==> config.mk <==
export PLATFORM = sky130hd
export DESIGN_NAME = fetch_sequencer
export DESIGN_NICKNAME = d
export VERILOG_FILES = /design/src/rtl/fetch_sequencer.sv
export SDC_FILE = /design/constraint.sdc
export NUM_CORES = 1
export LEC_CHECK = 0
export ABC_CLOCK_PERIOD_IN_PS = 5800
export CAP_MARGIN = 20
export CORE_MARGIN = 2
export CORE_UTILIZATION = 45
export DETAILED_ROUTE_END_ITERATION = 8
export PLACE_DENSITY = 0.7
export SETUP_SLACK_MARGIN = 0.3
export SLEW_MARGIN = 20
export SYNTH_ARGS = -nofsm -noshare
export SYNTH_HDL_FRONTEND = slang
export SYNTH_SLANG_ARGS = --single-unit
==> constraint.sdc <==
create_clock -name clk -period 5.8 [get_ports clk]
set_clock_uncertainty 0.1 [all_clocks]
set_input_delay 1.16 -clock clk [delete_from_list [all_inputs] [get_ports clk]]
set_output_delay 1.16 -clock clk [all_outputs]
set_load 0.02 [all_outputs]
==> src/rtl/fetch_sequencer.sv <==
// Instruction-fetch controller: holds the PC, reads the combinational IM, queues
// {pc, instr} pairs and hands them to decode over a valid/ready handshake.
module fetch_sequencer #(
  parameter logic [31:0] RESET_PC = 32'h0,
  parameter int unsigned IM_BYTES = 256,
  parameter int unsigned QDEPTH   = 2
) (
  input  logic        clk,
  input  logic        rst_n,
  output logic [31:0] im_addr,
  input  logic [31:0] im_instr,
  input  logic        fetch_en,
  input  logic        redirect_valid,
  input  logic [31:0] redirect_pc,
  output logic        out_valid,
  input  logic        out_ready,
  output logic [31:0] out_instr,
  output logic [31:0] out_pc,
  output logic        fault
);

  // Handshake: a word transfers on any rising edge where out_valid & out_ready are
  // both 1; out_valid never depends on out_ready, and out_* stay stable until taken.

  localparam int PW = $clog2(QDEPTH);
  localparam logic [PW:0] FULL = (PW+1)'(QDEPTH);
  localparam logic [PW:0] ONE  = (PW+1)'(1);
  localparam logic [31:0] LAST_PC = 32'(IM_BYTES - 4);

  typedef enum logic {RUN = 1'b0, FAULT = 1'b1} state_t;

  state_t        state, state_nxt;
  logic [31:0]   pc, pc_nxt;
  logic [31:0]   mem_pc    [QDEPTH];
  logic [31:0]   mem_instr [QDEPTH];
  logic [PW-1:0] rd_ptr, wr_ptr, rd_ptr_inc;
  logic [PW:0]   count;
  logic          push, pop, pc_legal, tgt_legal;

  function automatic logic legal(input logic [31:0] a);
    return (a[1:0] == 2'b00) && (a <= LAST_PC);
  endfunction

  always_comb begin
    pc_legal   = legal(pc);
    tgt_legal  = legal(redirect_pc);
    pop        = (count != '0) && out_ready;
    push       = (state == RUN) && fetch_en && pc_legal &&
                 ((count != FULL) || pop) && !redirect_valid;
    rd_ptr_inc = rd_ptr + 1'b1;
    state_nxt  = state;
    pc_nxt     = pc;
    if (redirect_valid) begin
      state_nxt = tgt_legal ? RUN : FAULT;
      pc_nxt    = redirect_pc;
    end else begin
      if ((state == RUN) && !pc_legal) state_nxt = FAULT;
      if (push) pc_nxt = pc + 32'd4;
    end
  end

  always_ff @(posedge clk or negedge rst_n) begin
    if (!rst_n) begin
      state     <= RUN;
      pc        <= RESET_PC;
      rd_ptr    <= '0;
      wr_ptr    <= '0;
      count     <= '0;
      out_instr <= '0;
      out_pc    <= '0;
    end else begin
      state <= state_nxt;
      pc    <= pc_nxt;
      if (redirect_valid) begin
        rd_ptr <= '0;
        wr_ptr <= '0;
        count  <= '0;
      end else begin
        if (push) wr_ptr <= wr_ptr + 1'b1;
        if (pop)  rd_ptr <= rd_ptr_inc;
        case ({push, pop})
          2'b10:   count <= count + 1'b1;
          2'b01:   count <= count - 1'b1;
          default: ;
        endcase
        // Output registers track the next head; they hold when the queue empties.
        if (push && ((count == '0) || (pop && (count == ONE)))) begin
          out_instr <= im_instr;
          out_pc    <= pc;
        end else if (pop && (count > ONE)) begin
          out_instr <= mem_instr[rd_ptr_inc];
          out_pc    <= mem_pc[rd_ptr_inc];
        end
      end
    end
  end

  always_ff @(posedge clk) begin
    if (push) begin
      mem_pc[wr_ptr]    <= pc;
      mem_instr[wr_ptr] <= im_instr;
    end
  end

  assign im_addr   = pc;
  assign out_valid = (count != '0);
  assign fault     = (state == FAULT);

endmodule

==> flow_summary_export.csv <==
group,metric,value,unit
logic_synthesis,yosysSeqAreaShare,71.6,%
hold_path,holdCritPathClass,"reg -> reg",
clock_tree,postCtsSetupBuffers,0,
global_route,grt_usage,19.3,%
hold_path,whs_path_depth,1,
logic_synthesis,syn_nets,638,
layout,multi_input_area,2360,um^2
power,leakage,4.26,nW
job,maxCapViolCount,0,
sta,hold_ws,0.410,ns
logic_synthesis,synth_commonest_cells,"edfxtp_1 (128), dfrtp_1 (101), mux2i_1 (64)",
detailed_routing,wirelength,20.0,mm
placement,dp_hpwl,12.7,mm
global_route,antenna_found_initial,0,
setup_path,critical_path.startpoint,"out_ready",
logic_synthesis,synth_edf_count,128,
detailed_routing,vias,5459,
placement,gp_congestion,0.740,
logic_synthesis,synth_area_leaders,"edfxtp_1 (43%), dfrtp_1 (28%), mux2i_1 (7.2%)",
sta,final_hold_viol_count,0,
power,powerDensity,443,nW/um^2
setup_path,worstPathMaxFanout,40,
placement,numPortBuffers,166,
logic_synthesis,synth_warnings,0,
sta,tightest_slew,0.978,ns
hold_path,min-delay-start,"out_instr[23]",
clock_tree,clk_latency,0.50,ns
sta,finalSetupTns,0,ns
floorplan,core,19500,um^2
sta,timing.final.crit_share,64.3,%
clock_tree,cts_tree,"built",
setup_path,r2r-end,"mem_pc[1][24]",
setup_path,required,5.89,ns
setup_path,r2r_slack,2.54,ns
global_route,grt_pass1_vias,5576,
power,peakVddDrop,250,uV
logic_synthesis,yosysTopAreaCellShare,43.2,%
logic_synthesis,synth-seq-cells,229,
layout,syn_to_final_growth,30.8,%
floorplan,die-area,20900,um^2
detailed_routing,ant_nets,0,
layout,stdcell_area,11600,um^2
layout,antenna_cells,0,
logic_synthesis,yosysTopAreaCell,"edfxtp_1",
global_route,grt_remaining_overflow,0,
sta,min_period,3.73,ns
layout,nets,805,
detailed_routing,drcViolationCount,0,
floorplan,die_x,145,um
floorplan,rows,51,
detailed_routing,drt-wirelength-per-cell,19.8,um
clock_tree,clkSinkCount,229,
layout,final-seq-area,6370,um^2
detailed_routing,vias_per_cell,5.38,
placement,placed_area,10800,um^2
floorplan,io_pins,167,
setup_path,end_kind,"flop",
setup_path,crit_arrival,3.82,ns
detailed_routing,dr.pass1.iters,6,
logic_synthesis,postSynthAreaPerCell,15.7,um^2
logic_synthesis,synth-async-reset-ratio,44.1,%
clock_tree,holdBufCountCts,0,
clock_tree,cts_resized,0,
clock_tree,h-tree-depth,1,
global_route,grt_pass1_wl,30.9,mm
sta,final_max_slew_viol_count,0,
logic_synthesis,ys_types,39,
global_route,grt_max_degree,92,
layout,num-fill-cells,1478,
sta,rsz0062_at_grt,"false",
logic_synthesis,synth.most_common_cell,"edfxtp_1",
logic_synthesis,synth_cells,565,
hold_path,min_to,"out_instr[23]",
clock_tree,path_clk_slew,0.06,ns
detailed_routing,drt-initial-drc-count,375,
outcome,status,"finished, final reports clean",
floorplan,die_y,145,um
clock_tree,cts_buffers,24,
setup_path,setup.worst_path.class,"in -> reg",
sta,setup_viol_count_final,0,
sta,fmax,0.268,GHz
setup_path,worstRegToRegCells,7,
clock_tree,clockRootBuffer,"clkbuf_16",
logic_synthesis,ys.flop_type,"edfxtp_1",
layout,drive_above_1_share,11.3,%
clock_tree,clock_tree.buffer_depth,3,
sta,relSlewSlack,34.8,%
setup_path,start_kind,"input pin",
floorplan,initial_core_util,45.7,%
logic_synthesis,synth_area,8900,um^2
setup_path,r2r_start,"count[1]",
## kinds of logic after synthesis
group / count (synthesis) / synth area share [%]
AOI/OAI and AO/OA: 78 / 7.06
xor gates and xnor gates: 9 / 0.886
adders and majority gates: 4 / 0.563
buffers and inverters: 37 / 2.12
DFF: 229 / 71.6
muxes: 92 / 10.7
and+or+nand+nor: 116 / 7.00
## metal layers
metal | routed length [um] | global-route usage (%)
met5 | 0 | 0
met4 | 374 | 5.01
met3 | 1710 | 4.27
met2 | 9310 | 29.8
met1 | 8640 | 27.9
## critical path, stage by stage
cell and delay [ns]:
clkdlybuf4s50_1 0.51, nor2b_1 0.45, o21ai_2 0.23, nor3_1 0.21
and3_2 0.88, buf_4 0.36
## worst max path at each step
stage                 endpoint  cells after the start  slack (ns)
2_1_floorplan  mem_instr[0][0]                      6        0.61
3_3_place_gp     mem_pc[1][22]                      6        1.63
3_5_place_dp     mem_pc[1][15]                      6        1.52
4_1_cts          mem_pc[1][24]                      6        2.04
5_1_grt          mem_pc[1][24]                      6        1.82
6_report         mem_pc[1][24]                      6        2.07
## registers in the layout, indices dropped and copies added (netlist names)
register   cells
fault          1
mem_pc        64
mem_instr     64
wr_ptr         1
out_instr     32
rd_ptr         1
out_pc        32
im_addr       32
count          2
## per-stage QoR
stage	worst slack, ns	instances	utilization [%]	power, mW
final	2.07	1014	59.8	5.16
after global routing	1.82	1014	59.8	5.38
after CTS	2.04	1012	59.5	5.19
after detailed placement	1.52	969	55.4	3.63
after global placement	1.63	969	55.4	3.59
after floorplan	0.610	565	-	2.91
## placed cells by master, fill, tap and decap left out, types with 2 or more instances in the layout
cell             instances
clkbuf_1                 6
mux2_2                  27
buf_4                    6
nor3_1                   2
bufinv_16                3
ha_1                     4
o22ai_1                 26
dfrtp_1                100
o21ai_0                  4
nand3_1                  2
nor4_4                   5
nor2_1                  47
clkbuf_16               25
mux2i_1                 64
clkinv_1                 2
a221o_1                 37
xnor2_1                  9
clkinv_2                 3
nand2_1                 35
clkdlybuf4s50_1        164
clkbuf_8                 2
nor4_1                  11
o21ai_1                  2
nor2b_1                  2
edfxtp_1               128
a21oi_1                  3
nand4b_1                 2
inv_1                    5
buf_16                   2
## area by class of cell
type	instances	area share (%)
multi-input cells	299	20.3
clock buffers	33	5.81
well taps	265	2.85
repair buffers	173	15.0
clock inverters	10	1.11
flip-flops and latches	229	54.8
inverters	5	0.161
## power by group
part / internal, mW / leakage (nW) / total, mW / switching [mW]
clock: 0.948 / 0.391 / 1.55 / 0.598
sequential: 1.98 / 2.42 / 2.19 / 0.214
combinational: 0.733 / 1.45 / 1.42 / 0.686
total: 3.66 / 4.26 / 5.16 / 1.50
Note: power is estimated with default switching activity, not from simulation.
